$ cat src/rtl/seq_chunk_adder.sv
// seq_chunk_adder: multi-cycle adder/subtractor that processes CHUNK bits per
// clock. The carry between chunks travels only through carry_r, so the
// critical path is one CHUNK-bit add regardless of WIDTH.
module seq_chunk_adder #(
   parameter int WIDTH = 32,
   parameter int CHUNK = 8
) (
   input  logic             clk,
   input  logic             reset,
   input  logic             start,
   input  logic [WIDTH-1:0] a,
   input  logic [WIDTH-1:0] b,
   input  logic             cin,
   input  logic             sub,
   output logic             busy,
   output logic             done,
   output logic [WIDTH-1:0] z,
   output logic             cout,
   output logic             ovf
);

   localparam int NCHUNK = WIDTH / CHUNK;
   localparam int KW     = (NCHUNK > 1) ? $clog2(NCHUNK) : 1;
   localparam logic [KW-1:0] K_LAST = KW'(NCHUNK - 1);

   typedef enum logic {
      IDLE = 1'b0,
      RUN  = 1'b1
   } state_t;

   state_t state, state_next;

   logic             accept;     // operation accepted at this edge
   logic             last;       // this edge processes the final chunk
   logic [WIDTH-1:0] a_r;        // latched operand A
   logic [WIDTH-1:0] beff_r;     // latched effective B (b or ~b)
   logic             carry_r;    // carry into the current chunk
   logic [KW-1:0]    k;          // index of the chunk being added
   logic [WIDTH-1:0] psum_r;     // partial sum, filled one chunk per edge
   logic [CHUNK:0]   chunk_sum;  // CHUNK-bit sum plus chunk carry-out
   logic [WIDTH-1:0] sum_full;   // partial sum with the current chunk merged in
   logic             ovf_next;
   int               base;       // bit offset of chunk k

   // Next-state logic and per-edge strobes.
   always_comb begin
      // NOTE: every signal gets a default first so no path leaves it unassigned (no latch).
      state_next = state;
      accept     = 1'b0;
      last       = 1'b0;
      case (state)
         IDLE: begin
            if (start && !reset) begin
               accept     = 1'b1;
               state_next = RUN;
            end
         end
         RUN: begin
            if (k == K_LAST) begin
               last       = 1'b1;
               state_next = IDLE;
            end
         end
         default: state_next = IDLE;
      endcase
   end

   // Chunk adder: one CHUNK-bit add using only the registered carry.
   always_comb begin
      base      = int'(k) * CHUNK;
      chunk_sum = {1'b0, a_r[base +: CHUNK]}
                + {1'b0, beff_r[base +: CHUNK]}
                + {{CHUNK{1'b0}}, carry_r};
      sum_full  = psum_r;
      sum_full[base +: CHUNK] = chunk_sum[CHUNK-1:0];
      ovf_next  = (a_r[WIDTH-1] == beff_r[WIDTH-1]) &&
                  (sum_full[WIDTH-1] != a_r[WIDTH-1]);
   end

   // State register; reset wins over everything.
   always_ff @(posedge clk) begin
      // NOTE: sequential state uses non-blocking assignments so all registers update together.
      if (reset) begin
         state <= IDLE;
      end else begin
         state <= state_next;
      end
   end

   // Operand latch and chunk-by-chunk accumulation.
   always_ff @(posedge clk) begin
      // NOTE: these registers need no reset; they are always loaded on accept before being read.
      if (accept) begin
         a_r     <= a;
         beff_r  <= sub ? ~b : b;
         carry_r <= sub ? 1'b1 : cin;
         psum_r  <= '0;
         k       <= '0;
      end else if (state == RUN) begin
         psum_r  <= sum_full;
         carry_r <= chunk_sum[CHUNK];
         k       <= k + 1'b1;
      end
   end

   // Visible outputs: results only move at completion or reset.
   always_ff @(posedge clk) begin
      if (reset) begin
         busy <= 1'b0;
         done <= 1'b0;
         z    <= '0;
         cout <= 1'b0;
         ovf  <= 1'b0;
      end else begin
         busy <= (state_next == RUN);
         done <= last;
         if (last) begin
            z    <= sum_full;
            cout <= chunk_sum[CHUNK];
            ovf  <= ovf_next;
         end
      end
   end

endmodule

$ cat config.mk
export PLATFORM = sky130hd
export DESIGN_NAME = seq_chunk_adder
export DESIGN_NICKNAME = d
export VERILOG_FILES = /design/src/rtl/seq_chunk_adder.sv
export SDC_FILE = /design/constraint.sdc
export NUM_CORES = 1
export LEC_CHECK = 0
export ABC_AREA = 1
export CAP_MARGIN = 15
export CORE_UTILIZATION = 47
export CTS_CLUSTER_SIZE = 12
export DETAILED_ROUTE_END_ITERATION = 8
export PLACE_DENSITY = 0.81
export SYNTH_ARGS = -nofsm -noshare
export SYNTH_HDL_FRONTEND = slang
export SYNTH_SLANG_ARGS = --single-unit
$ cat constraint.sdc
create_clock -name clk -period 4 [get_ports clk]
set_clock_uncertainty 0.2 [all_clocks]
set_input_delay 0.6 -clock clk [delete_from_list [all_inputs] [get_ports clk]]
set_output_delay 0.6 -clock clk [all_outputs]
set_load 0.01 [all_outputs]
# Word-level counts from Yosys, hierarchy flattened
# Index checks and enable logic that the tools add are counted.
# totals
regBits	135
input_bits	69
# classes
addsub	4
eq_ne	3
n_shift	4
n_mux	11
bitwise_logic	2
n_reduce_logical	4
# ops
operator	count
$shiftx A32 B6 Y8	2
$neg A5 Y33	1
$shift A8 B33 Y32 const A	1
$shiftx A8 B33 Y32	1
$bwmux W32	1
$mux W32	1
$not A32 Y32	1
$add A8 B8 Y9	1
$add A9 B1 Y9	1
$mux W1	8
$add A2 B1 Y2 const B	1
$eq A2 B2 Y1 const B	1
$logic_and A1 B1 Y1	2
$pmux W1 S2	1
$reduce_bool A2 Y1	1
$eq A1 B1 Y1	1
$logic_not A1 Y1	1
$ne A1 B1 Y1	1
$not A1 Y1	1

# Depth between registers and ports, before layout
# Gate-level depths: netlist (run 1).
# depth
word_depth	7
depth_mapped	19
mapped_depth_nobuf	16

# Worst setup path after synthesis (run 1)
# OpenSTA, ideal clock, no wires.
# synth_path
kind	input to register
from	in reset
to	reg carry_r, data pin
setup_ps	396
arrival_ps	3762
t_required_ps	3404
setup_slack_ps	-358
path_stages	4
path_buffers	0
path_cell_list	inv_2 > nand2_1 > nor2_1 > o21ai_0
# synth_via
elab_chain_cells	5
# synth_lines
item	line	rtl
from (decl)	9	input logic reset,
$logic_not A1 Y1	53	if (start && !reset) begin
$logic_and A1 B1 Y1	53	
$mux W1	53	
$mux W1	51	case (state)
net accept	33	logic accept;
$mux W1	93	if (accept) begin
to (signal assigned)	96	carry_r <= sub ? 1'b1 : cin;
to (signal assigned)	101	carry_r <= chunk_sum[CHUNK];
to (decl)	37	logic carry_r;
# The timed path passes the listed nets, and every way through them passes these cells.
# A chain may end at the register's enable or synchronous reset.

# Final worst setup path (run 1)
# layout_path
from	reg k[0]
to	reg ovf
# layout_via
elab_chain_cells	7
word_cells_on_any_way	13
cone_classes	add/sub (3); eq/ne (2); shift (4); mux (3); reduce/logical (1)
# layout_lines
item	line	rtl
from (decl)	38	logic [KW-1:0] k;
from (signal assigned)	102	k <= k + 1'b1;
$shiftx A32 B6 Y8, on equally long branches	71, 72	
$add A8 B8 Y9	72	+ {1'b0, beff_r[base +: CHUNK]}
$add A9 B1 Y9	73	+ {{CHUNK{1'b0}}, carry_r};
$shiftx A8 B33 Y32	75	sum_full[base +: CHUNK] = chunk_sum[CHUNK-1:0];
$bwmux W32	75	
$ne A1 B1 Y1	77	(sum_full[WIDTH-1] != a_r[WIDTH-1]);
$logic_and A1 B1 Y1	76	ovf_next = (a_r[WIDTH-1] == beff_r[WIDTH-1]) &&
to (signal assigned)	120	ovf <= ovf_next;
to (decl)	19	output logic ovf
# Parallel ways exist; a longest one is shown, timed or not.

==> results of run 1 <==
==> worst register-to-register path, stage by stage, from the launching register on <==
cell and delay (ns):
dfxtp_1 0.37, inv_1 0.43, buf_4 0.35, o21ai_0 0.15
o22ai_1 0.19, ha_1 0.35, nand2_1 0.12, inv_1 0.05
a21oi_1 0.22, nand3_1 0.13, nand2_2 0.16, nand4_2 0.13
nand2_1 0.12, nand2_1 0.06, nand3_1 0.07, nand2_1 0.05
==> metrics by stage <==
step / setup slack [ns] / total power (W)
after floorplan: 0.8285 / 0.002288
after global placement: 0.9206 / 0.002591
after detailed placement: 0.8454 / 0.002627
after CTS: 0.8297 / 0.004226
after global routing: 0.5537 / 0.004408
final: 0.7580 / 0.004233
==> worst min-delay path by stage <==
stage                     depth (start not counted)  slack [ns]                 endpoint               startpoint
after floorplan                                   2        0.23  psum_r[12]$_SDFFE_PP0P_  psum_r[12]$_SDFFE_PP0P_
after global placement                            2        0.24  psum_r[14]$_SDFFE_PP0P_  psum_r[14]$_SDFFE_PP0P_
after detailed placement                          2        0.24  psum_r[12]$_SDFFE_PP0P_  psum_r[12]$_SDFFE_PP0P_
after CTS                                         2        0.25  psum_r[12]$_SDFFE_PP0P_  psum_r[12]$_SDFFE_PP0P_
after global routing                              2        0.27         ovf$_SDFFE_PP0P_         ovf$_SDFFE_PP0P_
final                                             2        0.25       z[21]$_SDFFE_PP0P_       z[21]$_SDFFE_PP0P_
==> metal layers <==
layer  track usage [%]  vias to the layer above  routed length, microns  part of all wire (%)
met5                 0                        -                       0                     0
met4             10.36                        0                     294                   2.3
met3             4.866                       27                     765                   6.0
met2             36.90                      190                    6152                    49
met1             25.69                     2089                    5445                    43
li1                  -                     2131                       -                     -
==> registers in the layout, summed over array words and instances, names as in the netlist <==
signal	cells
psum_r	25
beff_r	32
done	1
ovf	1
cout	1
z	32
a_r	32
k	2
carry_r	1
busy	1
==> power by group through the flow <==
stage                     Clock [W]  Combinational [W]  Sequential [W]
after floorplan                   0           0.000780         0.00151
after global placement            0            0.00108         0.00151
after detailed placement          0            0.00111         0.00152
after CTS                   0.00162            0.00112         0.00149
after global routing        0.00167            0.00124         0.00149
final                       0.00161            0.00114         0.00149
==> logic make-up (layout without fill, tap and decap cells) <==
family                   count (synthesis)  in the layout  share of synthesized area, %
AO/OA/AOI/OAI                          114            114                         12.37
XOR/XNOR                                35             35                         5.615
adder cells (fa/ha/maj)                 14             14                         3.400
buffers and inverters                   83            196                         6.264
flip-flops                             128            128                         57.45
AND/OR/NAND/NOR                        202            202                         14.90
==> cells in the final DEF, fill, tap and decap left out, types with 5 or more instances in the layout <==
| cell type | instances |
|---|---|
| a21oi_1 | 10 |
| a22o_1 | 7 |
| a32o_1 | 5 |
| buf_4 | 7 |
| clkbuf_16 | 17 |
| clkdlybuf4s50_1 | 103 |
| dfxtp_1 | 63 |
| edfxtp_1 | 65 |
| ha_1 | 12 |
| inv_1 | 50 |
| nand2_1 | 137 |
| nand3_1 | 13 |
| nand4_1 | 7 |
| nor2_1 | 33 |
| o21ai_0 | 52 |
| o21ai_1 | 6 |
| o22ai_1 | 25 |
| xor2_1 | 33 |
==> cell type report <==
cell class	instances	area, sq um	share of cell area (%)
multi-input combinational	365	2037	27.71
sequential	128	3213	43.71
clock inverter	15	192.7	2.621
timing repair buffer	112	1109	15.08
inverter	52	195.2	2.655
clock buffer	17	425.4	5.787
tap	143	178.9	2.434
==> results.md, run 1 <==
- Register area share after synthesis: 57.45%
- Syn_nets: 659
- Seq pwr share: 35.2%
- Post-layout minimum cycle time: 3.242 ns
- Core area: 0.01152 sq mm
- Slew HR: 47.49%
- Post-route DRC: 12
- CTS clock-pin slew for the worst setup and hold paths: 0.06 ns
- Fin. max-slew vios: 0
- Status: complete, but fails checks
- Top-area cell type share of the netlist area: 34.90%
- Post-CTS setup repair buffer count: 0
- CP max-delay cell: inv_1
- Crit path from: k[0]$_SDFFE_PP0P_
- Top-count cell post-synth: nand2_1
- Max-cap violations: 0
- Violations in the final reports: DRC
- # rows: 39
- Internal power: 0.002897 W
- Reg2reg setup slack: 0.76 ns
- Flops & latches, synth: 128
- CTS buffer count: 17
- Max Clock Freq: 308.5 MHz
- Fin crit share: 81.05%
- Skew-Pair Late Insertion Delay: 0.42 ns
- Switching power: 0.001336 W
- YS warnings: 0
- Clock power frac: 37.9%
- TNS Setup: 0 ns
- Post-DP Area: 0.006733 sq mm
- Worst Path Arrival: 3.35 ns
- FF-to-FF Start: k[0]$_SDFFE_PP0P_
- Finished Layout Cells: 832
- Worst Tran Pin Value: 0.7876 ns
- Grt ovf: 0
- Nets: 759
- Synth area leader: edfxtp_1
- Share of layout cells above drive strength 1: 8.128%
- Post-Syn Area: 0.005593 sq mm
- Die X: 111.1 microns
- Placer Congestion: 0.8676
- Critical-path cell list: inv_1 > buf_4 > o21ai_0 > o22ai_1 > ha_1 > nand2_1 > inv_1 > a21oi_1 > nand3_1 > nand2_2 > nand4_2 > nand2_1 > nand2_1 > nand3_1 > nand2_1
- Area grow syn2layout: 31.43%
- CTS sink cnt: 128
- Final Cell Area: 0.007351 sq mm
- Commonest cells post-synth: nand2_1, edfxtp_1, dfxtp_1, o21ai_0, inv_1
- Static Leak: 2.862 nW
- Ys flop type: edfxtp_1
- Total number of vias: 4437
- Ports: 105
- Syn avg cell area: 9.710 sq um
- Vias in the first global route: 4466
- Hold/Removal Path Class: flip-flop to flip-flop
- Largest net degree at the start of global routing: 67
- CP Capture Point: ovf$_SDFFE_PP0P_
- Switching Share: 31.55%
- Post-Route WL: 12.66 mm
- Starting Density: 48.57%
- CTS tree: done
- Final ANT Viol Nets: 0
- CTS Buffer Depth: 2
- Pwr dens: 575.8 mW/mm^2
- Most frequent CP cell: nand2_1
- Post-synth cell types: 37
- Fillcell total: 929
- Die height: 111.1 microns
- Cells after Synth: 576
- Ys async rst share: 0%
- Crit Path Max Fanout: 22
- Via-to-Cell Ratio: 5.333
- CTS resizes: 0
- RSZ-0062 raised after global routing: no
- Initial antenna violation count: 0
- First-pass GRT wire length: 20.91 mm
- H-tree levels: 4
- Crit path buf inv count: 3
- Hpwl dp: 8.836 mm
- Setup violators final: 0
- # diodes: 0
- Crit. End Element: flip-flop
- Levels on crit path: 15
- Finished Core Util: 63.83%
- Delay-heaviest family, CP: simple AND/OR/NAND/NOR gates
- Crit path required time: 4.11 ns
- Placed Cells: 800
- RR Endpoint: ovf$_SDFFE_PP0P_
- Worst hold margin: 0.2494 ns
- Combinational share of power: 26.9%
- Number of enable flip-flop cells after synthesis: 65
- Post-CTS Hold Buffers: 0
- Max VDD drop: 0.0002323 V
- Final hold vios: 0
- CTS Root Cell: clkbuf_16
- First-pass iteration count of the detailed router: 7
- Worst R2R Path Depth: 15
- Gr usage total: 21.56%
- Synth area leaders: edfxtp_1, dfxtp_1, nand2_1
- Max stage delay on crit path: 0.43 ns
- Initial DRC count: 330
- Crit Path Category: flip-flop to flip-flop
- Die area: 0.01234 sq mm
- Critical Path Start Type: flip-flop
- Port-buffer cells: 104
- Avg WL per Cell: 15.21 microns
(Power assumes the default switching activity.)
==> inputs of run 2 (changes only) <==
==> constraint.sdc (replaced) <==
create_clock -name clk -period 2.8 [get_ports clk]
set_clock_uncertainty 0.2 [all_clocks]
set_input_delay 0.42 -clock clk [delete_from_list [all_inputs] [get_ports clk]]
set_output_delay 0.42 -clock clk [all_outputs]
set_load 0.01 [all_outputs]
==> results.md, run 2 (same netlist as run 1, synthesis figures left out) <==
- Pwr dens: 816.0 mW/mm^2
- Worst Tran Pin Value: 0.6420 ns
- Placed Cells: 815
- Nets: 778
- Grt ovf: 0
- Hold/Removal Path Class: flip-flop to flip-flop
- Share of layout cells above drive strength 1: 13.42%
- Most common cell after layout, fill and taps aside: nand2_1
- CTS sink cnt: 128
- Hold path cells: 2
- Worst R2R Path Depth: 10
- Post-Route WL: 12.66 mm
- Static Leak: 2.961 nW
- Slew HR: 57.20%
- Finished Layout Cells: 851
- Met3 usage: 5.960%
- RSZ-0062 raised after global routing: yes
- Crit Path Category: flip-flop to flip-flop
- Fillcell total: 908
- H-tree levels: 4
- Crit path setup slack, layout: 0.06920 ns
- CP max-delay cell: fa_2
- Die area: 0.01234 sq mm
- CTS buffer count: 17
- Most frequent cells in the layout: nand2_1, clkdlybuf4s50_1, edfxtp_1, dfxtp_1
- Port-buffer cells: 104
- Hpwl dp: 9.055 mm
- Status: complete, but fails checks
- Starting Density: 48.57%
- Crit path required time: 2.93 ns
- Largest registers: a_r x32, beff_r x32, z x32
- CTS tree: done
- Gr busiest metal: met2
- Max-cap violations: 0
- CTS Buffer Depth: 2
- Gr usage total: 21.72%
- # rows: 39
- Die X: 111.1 microns
- Max stage delay on crit path: 0.38 ns
- First-pass GRT wire length: 20.73 mm
- Worst hold margin: 0.2503 ns
- Via-to-Cell Ratio: 5.163
- Critical Path Start Type: flip-flop
- Skew-Pair Late Insertion Delay: 0.41 ns
- Core area: 0.01152 sq mm
- Area grow syn2layout: 35.84%
- Final ANT Viol Nets: 0
- Crit Path Max Fanout: 13
- CTS clock-pin slew for the worst setup and hold paths: 0.06 ns
- First-pass iteration count of the detailed router: 7
- Vias in the first global route: 4406
- Final hold vios: 0
- Largest net degree at the start of global routing: 35
- Placer Congestion: 0.8896
- Violations in the final reports: DRC
- Max VDD drop: 0.0004797 V
- Total number of vias: 4394
- Avg WL per Cell: 14.87 microns
- Post-route DRC: 7
- CTS Root Cell: clkbuf_16
- # diodes: 0
- Initial DRC count: 416
- Post-CTS Hold Buffers: 0
- TNS Setup: 0 ns
- Ports: 105
- Finished Core Util: 65.97%
- Setup violators final: 0
- Met1 GRT Util: 24.97%
- Dpl ws: 0.02908 ns
- Post-layout minimum cycle time: 2.731 ns
- Max Clock Freq: 366.2 MHz
- Critical-path cell list: buf_12 > nand2_1 > a32o_1 > fa_2 > fa_2 > xnor2_1 > nand2_1 > nor2_1 > a22oi_1 > o21ai_0
- Fin. max-slew vios: 0
- Crit. End Element: flip-flop
- Fin crit share: 97.53%
- Die height: 111.1 microns
- Reg2reg setup slack: 0.07 ns
- Initial antenna violation count: 0
- Met2 usage: 38.07%
- Worst Path Arrival: 2.87 ns
[run 2: cell count changes in the layout (fill, tap and decap cells not counted), moves of 3 or more]
cell | before | now
clkinv_1 | 3 | 0
o21ai_0 | 52 | 48
a21oi_1 | 10 | 7
buf_4 | 7 | 21
inv_6 | 1 | 4
buf_12 | 1 | 4
o21ai_1 | 6 | 9
a21oi_2 | 1 | 4
[run 2: what timing repair did]
item / 4_1_cts / 5_1_grt
resized for setup: 0 / 26
setup endpoints to repair: 0 / 46
endpoints found under the hold margin: 0 / 0
setup buffers: 0 / 4
[run 2: power breakdown]
group / switching (W) / internal [W]
Sequential: 0.0000361 / 0.00209
Clock: 0.000829 / 0.00141
Combinational: 0.00114 / 0.000703
Total: 0.00200 / 0.00420
[run 2: critical path: cells and delay by family, from the launching register on]
| kind | cells | cell delay, ns |
|---|---|---|
| flops | 1 | 0.36 |
| simple gates | 3 | 0.34 |
| compound gates | 3 | 0.55 |
| buf+inv | 1 | 0.14 |
| xor+xnor | 1 | 0.33 |
| fa+ha+maj | 2 | 0.74 |
[run 2: through the flow]
step                power (W)  area, sq um
floorplan            0.003276         5608
global placement     0.003781         6875
detailed placement   0.003811         6875
CTS                  0.006045         7485
global route         0.006491         7597
finish               0.006199         7597
[run 2: cell type report]
type,instances,area (sq um),area share [%]
Timing Repair Buffer,131,1296,17.06
Tap cell,143,178.9,2.355
Multi-Input combinational cell,365,2103,27.68
Sequential cell,128,3214,42.31
Inverter,52,195.2,2.569
Clock buffer,17,425.4,5.599
Clock inverter,15,183.9,2.421
[run 2: path summary, 6_finish.rpt]
kind / start / endpoint
setup / recovery: k[0]$_SDFFE_PP0P_ / z[10]$_SDFFE_PP0P_
setup reg to reg: k[0]$_SDFFE_PP0P_ / z[10]$_SDFFE_PP0P_
hold / removal: z[13]$_SDFFE_PP0P_ / z[13]$_SDFFE_PP0P_
hold reg to reg: z[13]$_SDFFE_PP0P_ / z[13]$_SDFFE_PP0P_
[run 2: metal layers]
layer / part of all wire, % / vias to the layer above
met5: 0 / -
met1: 42 / 2024
li1: - / 2176
met3: 5.5 / 32
met2: 50 / 162
met4: 2.5 / 0
==> inputs of run 3 (changes only) <==
--- a/config.mk
+++ b/config.mk
@@ -7,10 +7,10 @@
 export LEC_CHECK = 0
 export ABC_AREA = 1
 export CAP_MARGIN = 15
-export CORE_UTILIZATION = 47
+export CORE_UTILIZATION = 56
 export CTS_CLUSTER_SIZE = 12
 export DETAILED_ROUTE_END_ITERATION = 8
-export PLACE_DENSITY = 0.81
+export PLACE_DENSITY = 0.9
 export SYNTH_ARGS = -nofsm -noshare
 export SYNTH_HDL_FRONTEND = slang
 export SYNTH_SLANG_ARGS = --single-unit
==> constraint.sdc (replaced) <==
create_clock -name clk -period 3.39 [get_ports clk]
set_clock_uncertainty 0.2 [all_clocks]
set_input_delay 0.5085 -clock clk [delete_from_list [all_inputs] [get_ports clk]]
set_output_delay 0.5085 -clock clk [all_outputs]
set_load 0.01 [all_outputs]
==> results.md, run 3 (same netlist as run 1, synthesis figures left out) <==
- Status: completed
- Gr busiest metal: met2
- Initial antenna violation count: 0
- RSZ-0062 raised after global routing: no
- TNS Setup: 0 ns
- Total number of vias: 4506
- Gr usage total: 27.45%
- Final hold vios: 0
- Footprint of the multi-input gates: 0.002037 sq mm
- Critical Path Start Type: flip-flop
- # rows: 36
- CTS resizes: 0
- Met3 usage: 6.498%
- Crit path buf inv count: 2
- Final ANT Viol Nets: 0
- Starting Density: 57.48%
- CTS Root Cell: clkbuf_8
- Die area: 0.01039 sq mm
- CTS Buffer Depth: 2
- Area grow syn2layout: 31.05%
- Sequential Area: 0.003213 sq mm
- Fillcell total: 674
- Crit Path Max Fanout: 22
- Delay-heaviest family, CP: adder cells
- H-tree levels: 4
- # diodes: 0
- Worst hold margin: 0.2518 ns
- Via-to-Cell Ratio: 5.455
- Most common cell after layout, fill and taps aside: nand2_1
- Fin. max-slew vios: 0
- Die X: 101.9 microns
- Hpwl dp: 9.248 mm
- Post-route DRC: 0
- Slew HR: 41.26%
- Largest registers: a_r x32, beff_r x32, z x32
- CTS clock-pin slew for the worst setup and hold paths: 0.06 ns
- Max VDD drop: 0.0004037 V
- Crit Path Category: flip-flop to flip-flop
- Largest net degree at the start of global routing: 67
- Critical-path cell list: buf_4 > a21oi_1 > a32o_1 > fa_1 > fa_1 > inv_1 > nand3_1 > nand2_1 > or2_1 > nand3_1 > nor2_1 > nand2_1 > nand2_1 > nand2_1 > nand2_1
- Most frequent cells in the layout: nand2_1, clkdlybuf4s50_1, edfxtp_1, dfxtp_1, o21ai_0
- CTS sink cnt: 128
- Share of layout cells above drive strength 1: 8.514%
- Crit. End Element: flip-flop
- Met2 usage: 48.34%
- Fin crit share: 90.29%
- Pwr dens: 669.5 mW/mm^2
- Die height: 101.9 microns
- Max stage delay on crit path: 0.43 ns
- Post-layout minimum cycle time: 3.061 ns
- First-pass GRT wire length: 21.05 mm
- Worst Path Arrival: 3.32 ns
- Crit path required time: 3.65 ns
- CP max-delay cell: fa_1
- Post-CTS Hold Buffers: 0
- Worst Tran Pin Value: 0.8801 ns
- Port-buffer cells: 104
- Max-cap violations: 0
- Skew-Pair Late Insertion Delay: 0.52 ns
- Met1 GRT Util: 30.66%
- First-pass iteration count of the detailed router: 5
- Nets: 763
- Avg WL per Cell: 16.25 microns
- CTS buffer count: 17
- Placer Congestion: 0.9726
- Core area: 0.009729 sq mm
- Grt ovf: 0
- CTS tree: done
- Initial DRC count: 308
- Most frequent CP cell: nand2_1
- Ports: 105
- Static Leak: 2.868 nW
- Hold/Removal Path Class: flip-flop to flip-flop
- Vias in the first global route: 4403
- Max Clock Freq: 326.7 MHz
- Setup violators final: 0
- Post-Route WL: 13.43 mm
- Post-CTS setup repair buffer count: 0
run 3: cell types whose count changed in the layout (fill, tap and decap cells not counted), moves of 3 or more:
cell / previous run / this run
buf_4: 21 / 11
inv_6: 4 / 0
o21ai_0: 48 / 52
a21oi_1: 7 / 10
a21oi_2: 4 / 1
buf_12: 4 / 1
clkbuf_1: 0 / 3
clkinvlp_4: 6 / 3
o21ai_1: 9 / 6
run 3: layout make-up:
type	count	share of cell area, %
Sequential cell	128	43.84
Timing Repair Buffer	116	15.53
Multi-Input combinational cell	365	27.79
Inverter	52	2.663
Clock inverter	11	1.912
Tap cell	133	2.270
Clock buffer	21	5.992
run 3: metrics by stage:
stage,worst slack [ns],util (%),cells,instance area (sq um),total power (W)
2_1_floorplan,0.3100,-,576,5595,0.002700
6_report,0.3291,75.33,826,7330,0.004907
5_1_grt,0.1411,75.33,826,7330,0.005109
3_5_place_dp,0.4330,69.38,794,6750,0.003107
4_1_cts,0.3644,75.33,826,7330,0.004892
3_3_place_gp,0.5501,69.38,794,6750,0.003051
run 3: report_power, final:
part | switching, W | leakage, nW | internal, W
Combinational | 0.000892 | 1.48 | 0.000481
Sequential | 0.0000296 | 1.11 | 0.00173
Clock | 0.000646 | 0.275 | 0.00113
Total | 0.00157 | 2.87 | 0.00334
run 3: final timing paths:
| check | from | end | slack, ns | depth (start not counted) |
|---|---|---|---|---|
| setup reg to reg | k[0]$_SDFFE_PP0P_ | z[12]$_SDFFE_PP0P_ | 0.33 | 15 |
| setup / recovery | k[0]$_SDFFE_PP0P_ | z[12]$_SDFFE_PP0P_ | 0.33 | 15 |
| hold / removal | psum_r[14]$_SDFFE_PP0P_ | psum_r[14]$_SDFFE_PP0P_ | 0.25 | 2 |
| hold reg to reg | psum_r[14]$_SDFFE_PP0P_ | psum_r[14]$_SDFFE_PP0P_ | 0.25 | 2 |
run 3: tightest hold or removal path: cells and delay by family, from the launching register on:
family | cells | cell delay, ns
simple gates | 2 | 0.10
flops | 1 | 0.31
run 3: metal layers:
layer | vias up | routed length, microns
met5 | - | 0
met4 | 0 | 356
met1 | 2081 | 5155
met2 | 245 | 6916
li1 | 2148 | -
met3 | 32 | 996
